**config.mk**
```make
export PLATFORM = sky130hd
export DESIGN_NAME = lane_hit_judge
export DESIGN_NICKNAME = d
export VERILOG_FILES = /design/src/rtl/drum_pkg.sv /design/src/rtl/lane_shift.sv /design/src/rtl/lane_hit_judge.sv
export SDC_FILE = /design/constraint.sdc
export NUM_CORES = 1
export LEC_CHECK = 0
export BUFFER_PORTS_ARGS = -buffer_cell sky130_fd_sc_hd__buf_2
export CAP_MARGIN = 20
export CORE_UTILIZATION = 55
export CTS_BUF_LIST = sky130_fd_sc_hd__clkbuf_16
export CTS_CLUSTER_SIZE = 30
export DETAILED_ROUTE_END_ITERATION = 10
export HOLD_SLACK_MARGIN = 0.08
export PLACE_DENSITY_LB_ADDON = 0.2
export SLEW_MARGIN = 10
export SYNTH_ARGS = -nofsm -noshare
export SYNTH_HDL_FRONTEND = slang
export SYNTH_SLANG_ARGS = --single-unit
```
**constraint.sdc**
```tcl
create_clock -name clk -period 9.2 [get_ports clk]
set_input_delay 1.84 -clock clk [delete_from_list [all_inputs] [get_ports clk]]
set_output_delay 1.84 -clock clk [all_outputs]
set_load 0.005 [all_outputs]
```
**src/rtl/drum_pkg.sv**
```systemverilog
// Shared constants and helpers for the drum game lane/scoring engine.
package drum_pkg;

    localparam int MULT_T1 = 8;
    localparam int MULT_T2 = 16;
    localparam int MULT_T3 = 24;
    localparam int PTS_HIT = 10;

    function automatic logic [2:0] mult_of(input logic [7:0] c);
        logic [2:0] m;
        unique case (1'b1)
            (c < 8'(MULT_T1)): m = 3'd1;
            (c >= 8'(MULT_T1) && c < 8'(MULT_T2)): m = 3'd2;
            (c >= 8'(MULT_T2) && c < 8'(MULT_T3)): m = 3'd3;
            default: m = 3'd4;
        endcase
        return m;
    endfunction

endpackage

```
**src/rtl/lane_shift.sv**
```systemverilog
// One scrolling note column: hit-window search and clear, shift on step,
// and the escape flag for a note falling out of the bottom slot.
module lane_shift #(
    parameter int DEPTH   = 16,
    parameter int HIT_WIN = 2
) (
    input  logic             clk,
    input  logic             reset,
    input  logic             active,
    input  logic             strike,
    input  logic             step,
    input  logic             spawn,
    output logic [DEPTH-1:0] bits,
    output logic             hit,
    output logic             escape
);

    logic [DEPTH-1:0] clr_mask;
    logic [DEPTH-1:0] kept;
    logic             found;

    // lowest note in the window is the one with the largest slot index
    always_comb begin
        clr_mask = '0;
        found    = 1'b0;
        for (int s = DEPTH - 1; s >= DEPTH - HIT_WIN; s--) begin
            if (bits[s] && !found) begin
                clr_mask[s] = 1'b1;
                found       = 1'b1;
            end
        end
    end

    assign hit    = active & strike & found;
    assign kept   = hit ? (bits & ~clr_mask) : bits;
    assign escape = active & step & kept[DEPTH-1];

    always_ff @(posedge clk) begin
        if (reset) begin
            bits <= '0;
        end else if (active) begin
            if (step) begin
                bits <= {kept[DEPTH-2:0], spawn};
            end else begin
                bits <= kept;
            end
        end
    end

endmodule

```
**src/rtl/lane_hit_judge.sv**
```systemverilog
// Note-lane engine and hit judge: pad edge detect, per-lane judging,
// score with saturation, combo multiplier and lives bookkeeping.
module lane_hit_judge
    import drum_pkg::*;
#(
    parameter int N_LANES   = 4,
    parameter int DEPTH     = 16,
    parameter int HIT_WIN   = 2,
    parameter int SCORE_W   = 14,
    parameter int SCORE_MAX = 9999,
    parameter int LIVES     = 8
) (
    input  logic                       clk,
    input  logic                       reset,
    input  logic                       enable,
    input  logic                       step,
    input  logic [N_LANES-1:0]         spawn_row,
    input  logic [N_LANES-1:0]         pad,
    output logic [N_LANES*DEPTH-1:0]   lane_bits,
    output logic [SCORE_W-1:0]         score,
    output logic [7:0]                 combo,
    output logic [2:0]                 mult,
    output logic [$clog2(LIVES+1)-1:0] lives,
    output logic                       game_over,
    output logic [N_LANES-1:0]         hit_pulse,
    output logic [N_LANES-1:0]         miss_pulse
);

    localparam int LW = $clog2(LIVES + 1);

    logic               active;
    logic [N_LANES-1:0] pad_q;
    logic [N_LANES-1:0] strike;
    logic [N_LANES-1:0] hits;
    logic [N_LANES-1:0] escs;
    logic [N_LANES-1:0] misses;

    assign active = enable & ~game_over;
    assign strike = pad & ~pad_q;

    for (genvar l = 0; l < N_LANES; l++) begin : g_lane
        lane_shift #(
            .DEPTH  (DEPTH),
            .HIT_WIN(HIT_WIN)
        ) u_lane (
            .clk   (clk),
            .reset (reset),
            .active(active),
            .strike(strike[l]),
            .step  (step),
            .spawn (spawn_row[l]),
            .bits  (lane_bits[l*DEPTH +: DEPTH]),
            .hit   (hits[l]),
            .escape(escs[l])
        );
    end

    // a strike that found nothing in the window is a bad strike
    assign misses = (strike & ~hits & {N_LANES{active}}) | escs;

    logic [31:0]        n_hit;
    logic [31:0]        n_esc;
    logic [31:0]        gain;
    logic [31:0]        sum_s;
    logic [31:0]        combo_sum;
    logic [SCORE_W-1:0] score_n;
    logic [7:0]         combo_n;
    logic [LW-1:0]      lives_n;

    always_comb begin
        n_hit = '0;
        n_esc = '0;
        for (int l = 0; l < N_LANES; l++) begin
            n_hit = n_hit + 32'(hits[l]);
            n_esc = n_esc + 32'(escs[l]);
        end
        gain      = 32'(PTS_HIT) * n_hit * 32'(mult);
        sum_s     = 32'(score) + gain;
        score_n   = (sum_s > 32'(SCORE_MAX)) ? SCORE_W'(SCORE_MAX)
                                             : SCORE_W'(sum_s);
        combo_sum = 32'(combo) + n_hit;
        if (|misses) begin
            combo_n = '0;
        end else if (combo_sum > 32'd255) begin
            combo_n = 8'hff;
        end else begin
            combo_n = 8'(combo_sum);
        end
        lives_n = (32'(lives) > n_esc) ? (lives - LW'(n_esc)) : '0;
    end

    always_ff @(posedge clk) begin
        if (reset) begin
            pad_q      <= '0;
            score      <= '0;
            combo      <= '0;
            mult       <= 3'd1;
            lives      <= LW'(LIVES);
            game_over  <= 1'b0;
            hit_pulse  <= '0;
            miss_pulse <= '0;
        end else begin
            pad_q      <= pad;
            hit_pulse  <= hits;
            miss_pulse <= misses;
            if (active) begin
                score <= score_n;
                combo <= combo_n;
                mult  <= mult_of(combo_n);
                lives <= lives_n;
                if (lives_n == '0) begin
                    game_over <= 1'b1;
                end
            end
        end
    end

endmodule
```
======== After elaboration in Yosys (flattened, before gate mapping) ========
Index checks and enable logic that the tools add are counted.
operators by class
  mux-type cells .......................... 25
  bitwise operators ....................... 29
  add/subtract/negate cells ............... 9
  magnitude comparators ................... 8
  multipliers ............................. 2
  reductions and logical operators ........ 13
operators by type and width
  operator                number
  $mux W16                8
  $and A16 B16 Y16        4
  $not A16 Y16            4
  $lt A8 B5 Y1 const B    2
  $mux W8                 2
  $add A14 B11 Y15        1
  $gt A15 B14 Y1 const B  1
  $and A1 B1 Y1           14
  $mux W14                1
  $and A4 B4 Y4           3
  $mux W1                 12
  $mul A7 B3 Y10          1
  $add A8 B4 Y9           1
  $gt A9 B8 Y1 const B    1
  $pmux W3 S3             1
  $add A3 B1 Y4           2
  $ge A8 B4 Y1 const B    1
  $ge A8 B5 Y1 const B    1
  $lt A8 B4 Y1 const B    1
  $not A4 Y4              2
  $mul A3 B4 Y7 const A   1
  $add A2 B1 Y3           2
  $logic_and A1 B1 Y1     6
  $add A1 B1 Y2           2
  other kinds (9)         12
word-level totals
  register bits after elaboration ......... 106
  output and inout bits ................... 102
  word-level logic and storage cells ...... 98

======== Longest topological paths before layout ========
  word-level depth ........................ 15
  depth in mapped cells ................... 29

======== Hierarchy ========
Synthesis repeated with hierarchy kept, for this count alone.
unflattened totals
  cell total of the unflattened synthesis .. 672
  area total of the unflattened synthesis .. 5755.5 sq um
modules (own cells, without submodules)
  module          instances  seq. area each (sq um)  area each (sq um)  cells each
  lane_hit_judge  1          840.8                   3143.0             364
  lane_shift      4          320.3                   653.1              77

======== Worst setup path before layout ========
OpenSTA, ideal clock, no wires.
  kind .................................... input -> register
  start point ............................. input port enable
  end point ............................... register score[7]
  buffers on the path ..................... 2
  arrival time ............................ 7.556 ns
  path slack .............................. 1.528 ns
  library setup time ...................... 0.116 ns
  stages on the path ...................... 29
  required time ........................... 9.084 ns
  cells stage by stage .................... nor2b_1 -> clkbuf_1 -> nand3b_1 -> nor2_1 -> xor2_1 -> ha_1 -> ha_1 -> ha_1 -> ha_1 -> ha_1 -> nand2_1 -> fa_1 -> inv_1 -> ha_1 -> a21o_1 -> a21oi_1 -> o21bai_1 -> a21oi_1 -> xnor2_1 -> ha_1 -> buf_4 -> a21oi_2 -> nor2_1 -> a2bb2o_1 -> or3_1 -> a211o_1 -> o221ai_2 -> nor2_1 -> a31o_2
on the way
  word-level cells in the longest chain between the ends .. 11
  elaborated cells on any way between the ends .. 17
RTL lines
  item                         RTL line               text
  start, declared              lane_hit_judge.sv:15   input logic enable,
  $and A1 B1 Y1 *              lane_hit_judge.sv:38   assign active = enable & ~game_over;
  $and A1 B1 Y1 (2 in series)  lane_shift.sv:34       assign hit = active & strike & found;
  $add A1 B1 Y2                lane_hit_judge.sv:74   n_hit = n_hit + 32'(hits[l]);
  $add A2 B1 Y3                lane_hit_judge.sv:74
  $add A3 B1 Y4                lane_hit_judge.sv:74
  $mul A3 B4 Y7                lane_hit_judge.sv:77   gain = 32'(PTS_HIT) * n_hit * 32'(mult);
  $mul A7 B3 Y10               lane_hit_judge.sv:77
  $add A14 B11 Y15             lane_hit_judge.sv:78   sum_s = 32'(score) + gain;
  $gt A15 B14 Y1               lane_hit_judge.sv:79   score_n = (sum_s > 32'(SCORE_MAX)) ? SCORE_W'(SCORE_MAX)
  $mux W14                     lane_hit_judge.sv:79
  end signal, assigned         lane_hit_judge.sv:107  score <= score_n;
  end, declared                lane_hit_judge.sv:20   output logic [SCORE_W-1:0] score,
Mark *: on every way between the ends. The rest lies on a longest branch, timed or not.
A chain may end at the register's enable or synchronous reset.

======== Worst setup path after layout ========
  start point ............................. input port enable
  end point ............................... register score[2]
on the way
  elaborated cells on any way between the ends .. 17
RTL lines
  item                           RTL line              text
  $and A1 B1 Y1 *                lane_hit_judge.sv:38
  $and A1 B1 Y1 * (2 in series)  lane_shift.sv:34
  via g_lane[3].u_lane.hit       lane_shift.sv:14      output logic hit,
  $add A3 B1 Y4 *                lane_hit_judge.sv:74
  $mul A3 B4 Y7 *                lane_hit_judge.sv:77
  $mul A7 B3 Y10 *               lane_hit_judge.sv:77
  $add A14 B11 Y15 *             lane_hit_judge.sv:78
  $gt A15 B14 Y1                 lane_hit_judge.sv:79
  $mux W14 *                     lane_hit_judge.sv:79
Mark *: on every way through the listed nets, which the timed path passes. The rest lies on a longest branch.

==> out/metrics.cfg <==
[run_status]
outcome = complete, no violations

[global_route]
grt_overflow = 0
grt_pass1_vias = 4652
grt_start_max_net_pins = 65
track_usage_pct = 25.9
grt_antenna_before_repair = 0
grt_pass1_wl_um = 21800

[clock_tree]
clock_path_buffers = 2
cts.sinks = 106
path_clk_slew_ps = 80
cts_hold_buffers = 0
post_cts_resized = 0
cts_max_level = 3
post_cts_buffers = 0
insertion_delay_ps = 350
cts_buffers = 9
cts_tree = done
clockRootBuffer = clkbuf_16

[timing]
max-slew-margin-rel_pct = 32.4
finalSetupTns_ps = 0
fin_crit_sh_pct = 87.6
tightest_slew_ps = 1010
rsz0062_at_grt = no
clock.fmax_mhz = 124
slew_viol_final = 0
final_hold_viol_count = 0
final.setup_skew_ps = 10.1
min_period_ps = 8060
hold_slack_ps = 464
setup_viol_count_final = 0

[floorplanning]
design.die.area_um2 = 10500
core_area_um2 = 9770
die_x_um = 103
io_pins = 114
start_util_pct = 57.0
rows = 36
die_h_um = 103

[layout]
layout-drive-gt1-share_pct = 18.8
nets = 842
antennaDiodeCount = 0
area_growth_pct = 16.1
finalCoreUtilization_pct = 66.1

[synthesis]
synth_nets = 755
synth_edf_count = 0
ys.flop_type = dfxtp_1
synthCells = 701
ys_warn_count = 0
synthesis.area_um2 = 5570
ys_ff_latch = 106
ys_types = 68
avgSynthCellArea_um2 = 7.94
ys_seq_area_share_pct = 38.1
async_flop_share_pct = 0

[routing]
drtIter0Drc = 187
vias = 5161
routedWlPerCell_um = 14.5
routed_wl_um = 13400
postRouteAntennaNets = 0
drtPass1Iterations = 4
drc = 0
vias_per_cell = 5.57

[critical_path]
worstSetupEndpoint = score[2]$_SDFFE_PP0P_
rr_startpoint = game_over$_SDFFE_PP0P_
path_max_fanout = 35
critPathLaunchType = input pin
critical_path.most_common_cell = ha_1
worstSetupStartpoint = enable
rr_endpoint = score[2]$_SDFFE_PP0P_
max_stage_delay_ps = 480
r2r_cells = 27
critical_path_class = input pin to register
r2r_setup_slack_ps = 2410
cp.arrival_ps = 8240
worstPathRequired_ps = 9380
critPathCaptureType = register
cpMaxStageDelayCell = fa_1

[pwr]
ir_drop_v = 0.0000966
p_leak_nw = 2.96
p_per_area_nw_per_um2 = 141

[placed_design]
dp_hpwl_um = 9330
globalplace.congestion = 0.936
portBuffers = 113

[run]
max_cap_violations = 0

[min_path]
hp-class = register to register

[critical path: cells and delay by family]
| kind | cells | cell delay (ps) |
|---|---|---|
| buf+inv | 3 | 520 |
| fa+ha+maj | 8 | 2480 |
| simple gates | 9 | 1750 |
| compound gates | 8 | 1620 |
[final cells by class]
class / instances / area [um2]
Fill cell: 864 / 3310
Multi-Input combinational cell: 527 / 3170
Sequential cell: 106 / 2120
Timing Repair Buffer: 117 / 616
Clock buffer: 9 / 225
Tap cell: 133 / 166
Inverter: 27 / 101
Clock inverter: 7 / 68.8
[cell usage after synthesis (all sizes together), types with 6 or more instances]
library cell  count  area [um2]
nand2           147         552
dfxtp           106        2120
a21oi            93         477
nor2             42         158
ha               33         413
clkbuf           30         116
o21ai            28         140
inv              27         101
nor3             20         100
nand3            16        80.1
nor2b            13        81.3
a21o             12        91.3
and3             12        75.1
and2             11        72.6
buf              11        67.6
fa                9         180
nand2b            8        50.1
xnor2             7        61.3
o211ai            6        45.0
xor2              6        52.6
[metal layers]
metal	GRT usage, %	share of wire [%]	vias to the layer above
li1	-	-	2578
met1	34.5	45	2423
met2	41.1	47	141
met3	6.78	6.9	19
met4	7.58	1.2	0
met5	0	0	-
[cell families (layout without fill, tap and decap cells)]
logic type / count (synthesis) / count (layout) / synth area share (%)
xor+xnor: 13 / 13 / 2.05
mux: 2 / 2 / 0.382
buf+inv: 68 / 160 / 5.12
fa+ha+maj: 42 / 42 / 10.7
compound gates: 178 / 178 / 19.7
simple gates: 292 / 292 / 24.0
flops: 106 / 106 / 38.1
[through the flow]
stage / std cells / power (mW) / instance area [um2] / setup WS [ps]
after CTS: 925 / 0.916 / 6440 / 1260
after global placement: 909 / 0.538 / 6140 / 1170
after floorplan: 701 / 0.523 / 5570 / 1530
after global routing: 926 / 0.944 / 6460 / 717
final: 926 / 0.911 / 6460 / 1140
after detailed placement: 909 / 0.540 / 6140 / 993
[where the power goes]
part / total, mW / switching [mW] / internal [mW]
clock network: 0.380 / 0.188 / 0.192
registers: 0.468 / 0.00420 / 0.464
logic: 0.0637 / 0.0445 / 0.0192
[placed cells by master, fill, tap and decap left out, types with 8 or more instances in the layout]
| cell type | instances |
|---|---|
| a21oi_1 | 90 |
| and3_1 | 12 |
| clkbuf_16 | 9 |
| nand3_1 | 16 |
| dfxtp_1 | 106 |
| fa_1 | 9 |
| nand2b_1 | 8 |
| nor3_1 | 20 |
| ha_1 | 33 |
| nor2_1 | 42 |
| nand2_1 | 146 |
| and2_1 | 8 |
| o21ai_0 | 27 |
| nor2b_1 | 12 |
| inv_1 | 28 |
| buf_2 | 113 |
| a21o_1 | 11 |
[state kept, by name, summed over array words and instances (netlist names)]
register / count
pad_q: 4
combo: 8
miss_pulse: 4
mult: 3
hit_pulse: 4
game_over: 1
lives: 4
score: 14
g_lane.u_lane.bits: 64
[how the worst min path moves through the flow]
stage / start / to / slack (ps) / depth (start not counted)
final: g_lane[2].u_lane.bits[8]$_SDFFE_PP0P_ / g_lane[2].u_lane.bits[9]$_SDFFE_PP0P_ / 460 / 2
after floorplan: score[0]$_SDFFE_PP0P_ / score[0]$_SDFFE_PP0P_ / 440 / 2
after global routing: g_lane[1].u_lane.bits[0]$_SDFFE_PP0P_ / g_lane[1].u_lane.bits[1]$_SDFFE_PP0P_ / 480 / 2
after detailed placement: score[0]$_SDFFE_PP0P_ / score[0]$_SDFFE_PP0P_ / 440 / 2
after CTS: g_lane[2].u_lane.bits[8]$_SDFFE_PP0P_ / g_lane[2].u_lane.bits[9]$_SDFFE_PP0P_ / 460 / 2
after global placement: score[0]$_SDFFE_PP0P_ / score[0]$_SDFFE_PP0P_ / 430 / 2
Note: power is estimated with default switching activity, not from simulation.
